[config.mk]
export PLATFORM = sky130hd
export DESIGN_NAME = tick_debounce_unit
export DESIGN_NICKNAME = d
export VERILOG_FILES = /design/src/rtl/tick_debounce_unit.sv
export SDC_FILE = /design/constraint.sdc
export NUM_CORES = 1
export LEC_CHECK = 0
export CORE_MARGIN = 4
export CORE_UTILIZATION = 39
export DETAILED_ROUTE_END_ITERATION = 8
export SYNTH_ARGS = -nofsm -noshare
export SYNTH_HDL_FRONTEND = slang
export SYNTH_SLANG_ARGS = --single-unit
[constraint.sdc]
create_clock -name mClk -period 4.85 [get_ports mClk]
set_clock_uncertainty 0.05 [all_clocks]
set_input_delay 0.97 -clock mClk [delete_from_list [all_inputs] [get_ports mClk]]
set_output_delay 0.97 -clock mClk [all_outputs]
set_load 0.1 [all_outputs]
[src/rtl/tick_debounce_unit.sv]
`default_nettype none
// ============================================================================
// Module   : tick_debounce_unit
// Brief    : Turns Clk190 rising edges into one-cycle ticks and uses them to
//            debounce N_BTN buttons into clean levels plus press/release strobes.
// Revision : 1.0 - initial release
// ============================================================================
module tick_debounce_unit #(
  parameter int N_BTN        = 4,
  parameter int STABLE_TICKS = 4,
  parameter int CNT_W        = 3
) (
  input  logic             mClk,
  input  logic             Reset,
  input  logic             Clk190,
  input  logic [N_BTN-1:0] btn_raw,
  output logic             tick,
  output logic [N_BTN-1:0] btn_level,
  output logic [N_BTN-1:0] btn_press,
  output logic [N_BTN-1:0] btn_rel
);

  localparam logic [CNT_W-1:0] c_STABLE_CNT = CNT_W'(STABLE_TICKS);
  localparam logic [CNT_W-1:0] c_ONE        = CNT_W'(1);

  typedef enum logic [1:0] {
    ST_RELEASED   = 2'd0,
    ST_PRESS_PEND = 2'd1,
    ST_PRESSED    = 2'd2,
    ST_REL_PEND   = 2'd3
  } state_t;

  logic             r_s190_m;
  logic             r_s190;
  logic             r_s190_d;
  logic             r_tick;
  logic [N_BTN-1:0] r_btn_m;
  logic [N_BTN-1:0] r_btn_s;
  logic             w_tick;
  logic [N_BTN-1:0] w_level;
  logic [N_BTN-1:0] w_press;
  logic [N_BTN-1:0] w_rel;

  // Clk190 chain resets high so a divider already high at reset gives no tick.
  always_ff @(posedge mClk) begin
    if (Reset) begin
      r_s190_m <= 1'b1;
      r_s190   <= 1'b1;
      r_s190_d <= 1'b1;
      r_tick   <= 1'b0;
      r_btn_m  <= '0;
      r_btn_s  <= '0;
    end else begin
      r_s190_m <= Clk190;
      r_s190   <= r_s190_m;
      r_s190_d <= r_s190;
      r_tick   <= w_tick;
      r_btn_m  <= btn_raw;
      r_btn_s  <= r_btn_m;
    end
  end

  assign w_tick = r_s190 & ~r_s190_d;

  generate
    for (genvar gi = 0; gi < N_BTN; gi++) begin : g_btn
      state_t           r_state;
      logic [CNT_W-1:0] r_cnt;
      logic             r_lvl;
      logic             r_prs;
      logic             r_rls;
      logic             w_s;
      logic [CNT_W-1:0] w_cnt_inc;

      assign w_s       = r_btn_s[gi];
      assign w_cnt_inc = r_cnt + c_ONE;

      always_ff @(posedge mClk) begin
        if (Reset) begin
          r_state <= ST_RELEASED;
          r_cnt   <= '0;
          r_lvl   <= 1'b0;
          r_prs   <= 1'b0;
          r_rls   <= 1'b0;
        end else begin
          r_prs <= 1'b0;
          r_rls <= 1'b0;
          if (w_tick) begin
            case (r_state)
              ST_RELEASED: begin
                if (w_s) begin
                  if (STABLE_TICKS == 1) begin
                    r_state <= ST_PRESSED;
                    r_lvl   <= 1'b1;
                    r_prs   <= 1'b1;
                    r_cnt   <= '0;
                  end else begin
                    r_state <= ST_PRESS_PEND;
                    r_cnt   <= c_ONE;
                  end
                end else begin
                  r_cnt <= '0;
                end
              end
              ST_PRESS_PEND: begin
                if (w_s) begin
                  if (w_cnt_inc == c_STABLE_CNT) begin
                    r_state <= ST_PRESSED;
                    r_lvl   <= 1'b1;
                    r_prs   <= 1'b1;
                    r_cnt   <= '0;
                  end else begin
                    r_cnt <= w_cnt_inc;
                  end
                end else begin
                  // bounce reject: any disagreeing sample restarts qualification
                  r_state <= ST_RELEASED;
                  r_cnt   <= '0;
                end
              end
              ST_PRESSED: begin
                if (!w_s) begin
                  if (STABLE_TICKS == 1) begin
                    r_state <= ST_RELEASED;
                    r_lvl   <= 1'b0;
                    r_rls   <= 1'b1;
                    r_cnt   <= '0;
                  end else begin
                    r_state <= ST_REL_PEND;
                    r_cnt   <= c_ONE;
                  end
                end else begin
                  r_cnt <= '0;
                end
              end
              ST_REL_PEND: begin
                if (!w_s) begin
                  if (w_cnt_inc == c_STABLE_CNT) begin
                    r_state <= ST_RELEASED;
                    r_lvl   <= 1'b0;
                    r_rls   <= 1'b1;
                    r_cnt   <= '0;
                  end else begin
                    r_cnt <= w_cnt_inc;
                  end
                end else begin
                  r_state <= ST_PRESSED;
                  r_cnt   <= '0;
                end
              end
              default: begin
                r_state <= ST_RELEASED;
                r_lvl   <= 1'b0;
                r_cnt   <= '0;
              end
            endcase
          end
        end
      end

      assign w_level[gi] = r_lvl;
      assign w_press[gi] = r_prs;
      assign w_rel[gi]   = r_rls;
    end
  endgenerate

  assign tick      = r_tick;
  assign btn_level = w_level;
  assign btn_press = w_press;
  assign btn_rel   = w_rel;

endmodule
`default_nettype wire

==> impl_metrics.yaml, run 1 <==
timing:
  period_share: 0.5831
  finalCriticalPeriod_ns: 2.828
  max_freq_mhz: 353.6
  relSlewSlack: 0.3455
  finalSetupViolations: 0
  finalHoldViolations: 0
  max_slew.worst_pin.slew_ns: 0.9787
  finalWorstSetupSlack_ns: 2.022
  rsz0062_at_grt: "false"
  slew_viol_final: 0
  setup_tns_ns: 0
critical_path:
  critPathBufInv: 1
  critPathMaxStageDelay_ns: 1.14
  cp_max_fo: 3
  cp_slowest_cell: "clkdlybuf4s50_1"
  crit_path_end_kind: "output port"
  cp.arrival_ns: 1.81
  crit_family: "buffers and inverters"
  crit_chain: "clkdlybuf4s50_1"
  start_kind: "flip-flop"
  critPathKind: "flip-flop to output port"
  required_ns: 3.83
placed_design:
  io_buffers: 19
  place_area_um2: 2160
  dp_hpwl_um: 2454
  globalplace.congestion: 0.8196
  dp_cells: 281
  post-place-ws_ns: 2.180
pwr:
  p_switching_w: 0.0001665
  internal_power_w: 0.0005005
  swShare: 0.2496
  p_leak_nw: 0.8217
  combPwrFrac: 0.077
  power_frac_clock: 0.361
  vdd.ir_drop.worst_mv: 0.2105
  sequentialPowerShare: 0.562
  powerDensity_nw_per_um2: 296.0
yosys:
  synth_flop_cell: "dfxtp_1"
  synth_cell_types: 45
  synth_top_area_cell: "dfxtp_1"
  ys_warn_count: 0
  ys_seq_area_frac: 0.4386
  synth-edff-count: 0
  synth_cells: 214
  netlist_area_um2: 2008
  ys_seq_elements: 44
  yosys-top-cells-area: "dfxtp_1 44%, ha_1 6.2%, buf_4 4.5%"
  postSynth.asyncResetShare: 0
  postSynthAreaPerCell_um2: 9.384
  synth_fp_nets: 231
  yosysTopAreaCellShare: 0.4386
floorplanning:
  die_area_um2: 6361
  coreArea_um2: 4848
  core.rowCount: 25
  ios: 20
  die_w_um: 79.76
  start_util: 0.4142
  chipHeight_um: 79.76
global_route:
  grt_pass1_vias: 1318
  grtUsageTotal: 0.1265
  met1_usage: 0.1634
  grt_remaining_overflow: 0
  grt.busiest_layer: "met2"
  grt.met3_usage: 0.03612
  grt_use_met2: 0.1928
  antenna_found_initial: 0
  grt_max_degree: 28
  grt_pass1_wl_um: 6265
cts:
  clockBufferDepth: 2
  cts_tree: "built"
  post_cts_buffers: 0
  h-tree-depth: 2
  root_buffer: "clkbuf_8"
  clk-insertion-delay-late_ns: 0.30
  cts_hold_buf: 0
  cts-buffers-inserted: 5
  cts_num_sinks: 44
  clkTransAtPathRegs_ns: 0.09
  ctsResizeCount: 0
route:
  wl_per_cell_um: 12.49
  firstDrtPassIters: 4
  postRouteWirelength_um: 3610
  drtIter0Drc: 78
  drtAntennaViolNets: 0
  num_vias: 1439
  drc: 0
  viasPerCell: 4.979
final_layout:
  drive_above_1_share: 0.09459
  nNetsFinal: 238
  final_util: 0.4648
  antenna_cells: 0
  area_delta_synth_final_pct: 12.21
  fin_area_um2: 2253
  final_cells: 289
min_path:
  hp-class: "flip-flop to flip-flop"
run_status:
  status: "complete, no violations"
run:
  max-cap-violations: 0
metrics by stage:
step                      total power (W)  hold WS (ns)
after floorplan                 0.0004238        0.3395
after global placement          0.0004351        0.3453
after detailed placement        0.0004355        0.3480
after CTS                       0.0006772        0.3672
after global routing            0.0006944        0.3875
final                           0.0006670        0.3681
worst reg2reg max path, stage by stage (launching register included):
cell and delay (ns):
dfxtp_1 0.52, nand2b_2 0.33, nor4b_2 0.40, mux2_2 0.36
power groups by stage:
stage	Clock (W)	Combinational, W	Sequential [W]
2_1_floorplan	0	0.0000413	0.000383
3_3_place_gp	0	0.0000515	0.000384
3_5_place_dp	0	0.0000518	0.000384
4_1_cts	0.000250	0.0000518	0.000375
5_1_grt	0.000263	0.0000547	0.000377
6_report	0.000241	0.0000513	0.000375
routing by layer:
layer	up-vias	routed length, um
li1	755	-
met1	657	1861
met2	21	1541
met3	6	132
met4	0	74
met5	-	0
cell type report:
cell class / instances / area, um2
Clock inverter: 1 / 7.507
Fill cell: 456 / 2595
Tap cell: 67 / 83.83
Sequential cell: 44 / 880.8
Clock buffer: 7 / 86.33
Multi-Input combinational cell: 141 / 963.4
Timing Repair Buffer: 20 / 197.7
Inverter: 9 / 33.78
logic make-up after synthesis:
logic type	Yosys count	synth area share
and+or+nand+nor	84	0.2499
buffers and inverters	29	0.08162
muxes	3	0.01682
adders and majority gates	10	0.06231
AOI/OAI and AO/OA	36	0.1159
xor gates and xnor gates	8	0.03489
DFF	44	0.4386
sequential cells by signal, summed over array words and instances, names as in the netlist, named ones only:
name,flops
g_btn.r_cnt,12
g_btn.r_lvl,4
g_btn.r_prs,4
g_btn.r_rls,4
g_btn.r_state,4
r_btn_m,4
r_btn_s,4
r_s190,1
r_s190_d,1
r_s190_m,1
tick,1
placed cells by master (no fill, tap or decap), types with 6 or more instances in the layout:
cell type	n
inv_1	9
ha_1	10
dfxtp_1	44
o211ai_1	6
nor2_1	7
nor2b_1	13
nand2_1	21
nand3_1	7
clkbuf_8	6
clkdlybuf4s50_1	19
a21oi_1	17
worst paths after layout:
check / from / end / slack (ns) / depth (start not counted)
max: g_btn[2].r_lvl$_SDFFE_PP0P_ / btn_level[2] / 2.02 / 1
min: r_s190_m$_SDFF_PP1_ / r_s190$_SDFF_PP1_ / 0.37 / 1
max reg2reg: r_s190$_SDFF_PP1_ / g_btn[1].r_lvl$_SDFFE_PP0P_ / 3.08 / 3
min reg2reg: r_s190_m$_SDFF_PP1_ / r_s190$_SDFF_PP1_ / 0.37 / 1
Yosys cell counts (3+ instances only):
| library cell | n |
|---|---|
| ha_1 | 10 |
| nand4b_1 | 3 |
| nor2_1 | 7 |
| xnor2_1 | 3 |
| dfxtp_1 | 44 |
| nand4_1 | 5 |
| buf_4 | 12 |
| a21oi_1 | 17 |
| xor2_1 | 5 |
| inv_1 | 9 |
| and4bb_2 | 3 |
| clkbuf_1 | 5 |
| nor2b_1 | 13 |
| nor3_1 | 4 |
| nand2_1 | 21 |
| nand3_1 | 7 |
| o211ai_1 | 6 |
| mux2_2 | 3 |
| or2_2 | 3 |
No activity file was read; power rests on OpenSTA's default activity.
==> inputs of run 2 (changes only) <==
- clock period: 4.85 -> 2.4 ns (I/O delays scaled with it)
==> run 2 against run 1 <==
Non-clock buffer count rose by 3. Via count rose by 1.5%. Sequential cell count did not move. Clock-buffer cell count did not move. Worst hold slack improved by 0.0034 ns. First-iteration DRC count fell by 32%. Register-to-register slack got worse by 2.4 ns. Sequential power rose by 100%. Die area did not move.
==> impl_metrics.yaml, run 2 (same netlist as run 1, synthesis figures left out) <==
cts:
  clockBufferDepth: 2
  post_cts_buffers: 0
  cts_tree: "built"
  ctsResizeCount: 0
  root_buffer: "clkbuf_8"
  clkTransAtPathRegs_ns: 0.08
  h-tree-depth: 2
  cts-buffers-inserted: 5
  cts_num_sinks: 44
  cts_hold_buf: 0
  clk-insertion-delay-late_ns: 0.29
critical_path:
  cp.arrival_ns: 1.80
  r2r-end: "g_btn[1].r_lvl$_SDFFE_PP0P_"
  crit_path_end_kind: "flip-flop"
  start_kind: "flip-flop"
  rrSetupSlack_ns: 0.72
  critPathKind: "flip-flop to flip-flop"
  crit_end: "g_btn[1].r_lvl$_SDFFE_PP0P_"
  cp_max_fo: 6
  required_ns: 2.53
  reg2reg_depth: 3
min_path:
  hp-class: "flip-flop to flip-flop"
floorplanning:
  chipHeight_um: 79.76
  die_w_um: 79.76
  coreArea_um2: 4848
  core.rowCount: 25
  start_util: 0.4142
  ios: 20
  die_area_um2: 6361
timing:
  slew_viol_final: 0
  relSlewSlack: 0.6837
  timing.hold.ws_ns: 0.3714
  finalSetupViolations: 0
  max_freq_mhz: 596.3
  rsz0062_at_grt: "false"
  finalHoldViolations: 0
  period_share: 0.6988
  max_slew.worst_pin.slew_ns: 0.4729
  setup_tns_ns: 0
  finalCriticalPeriod_ns: 1.677
final_layout:
  drive_above_1_share: 0.1652
  antenna_cells: 0
  area_delta_synth_final_pct: 11.84
  nNetsFinal: 241
  fillCellCount: 478
  largest_reg_flops: 12
  most-common-layout-cells: "44 x dfxtp_1, 21 x nand2_1, 17 x a21oi_1, 17 x buf_4, 13 x nor2b_1"
  mostFrequentLayoutCell: "dfxtp_1"
  largest_register: "g_btn.r_cnt"
  final_util: 0.4632
global_route:
  grt_pass1_wl_um: 6313
  grt.busiest_layer: "met2"
  antenna_found_initial: 0
  grt_use_met2: 0.2028
  grt_remaining_overflow: 0
  met1_usage: 0.1632
  grt_pass1_vias: 1386
  grtUsageTotal: 0.1266
  grt_max_degree: 28
  grt.met3_usage: 0.03725
route:
  wl_per_cell_um: 12.91
  drtAntennaViolNets: 0
  viasPerCell: 5.017
  firstDrtPassIters: 4
  postRouteWirelength_um: 3756
  drc: 0
  num_vias: 1460
  drtIter0Drc: 53
run_status:
  status: "complete, no violations"
placed_design:
  dp_hpwl_um: 2580
  io_buffers: 19
  globalplace.congestion: 0.8161
pwr:
  powerDensity_nw_per_um2: 604.7
  p_leak_nw: 0.8682
  vdd.ir_drop.worst_mv: 0.3600
run:
  max-cap-violations: 0
==> run 2: routing by layer <==
metal  part of all wire  vias up  wire length [um]
li1                   -      761                 -
met5                  0        -                 0
met2               0.45       26              1683
met3              0.038        2               141
met4             0.0067        0                25
met1               0.51      671              1905
==> run 2: layout make-up <==
| type | count | area [um2] | share of cell area |
|---|---|---|---|
| clock buffers | 7 | 96.34 | 0.04290 |
| multi-input cells | 141 | 963.4 | 0.4290 |
| inverters | 9 | 33.78 | 0.01504 |
| flip-flops and latches | 44 | 880.8 | 0.3922 |
| well taps | 67 | 83.83 | 0.03733 |
| repair buffers | 23 | 187.7 | 0.08357 |
==> run 2: per-stage QoR <==
step	total power (W)	instances	setup WS, ns	cell area (um2)
after floorplan	0.0008565	214	0.8184	2008
after global placement	0.0008810	284	0.5614	2150
after detailed placement	0.0008806	284	0.5629	2150
after CTS	0.001373	291	0.7174	2246
after global routing	0.001416	291	0.6579	2246
final	0.001358	291	0.7229	2246
==> run 2: worst min-delay path by stage <==
stage                        startpoint           endpoint  slack (ns)  cells after the start
floorplan           r_s190_m$_SDFF_PP1_  r_s190$_SDFF_PP1_        0.34                      1
global placement    r_s190_m$_SDFF_PP1_  r_s190$_SDFF_PP1_        0.34                      1
global route        r_s190_m$_SDFF_PP1_  r_s190$_SDFF_PP1_        0.39                      1
finish              r_s190_m$_SDFF_PP1_  r_s190$_SDFF_PP1_        0.37                      1
detailed placement  r_s190_m$_SDFF_PP1_  r_s190$_SDFF_PP1_        0.35                      1
CTS                 r_s190_m$_SDFF_PP1_  r_s190$_SDFF_PP1_        0.37                      1
==> run 2: worst max-delay path, stage by stage (launching register included) <==
cell and delay, ns:
dfxtp_1 0.40, xor2_1 0.42, nor4b_2 0.32, mux2_2 0.37
==> run 2: power breakdown <==
part           switching, W  internal [W]  total (W)
sequential        0.0000137      0.000745   0.000759
combinational     0.0000718     0.0000326   0.000104
clock              0.000238      0.000257   0.000495
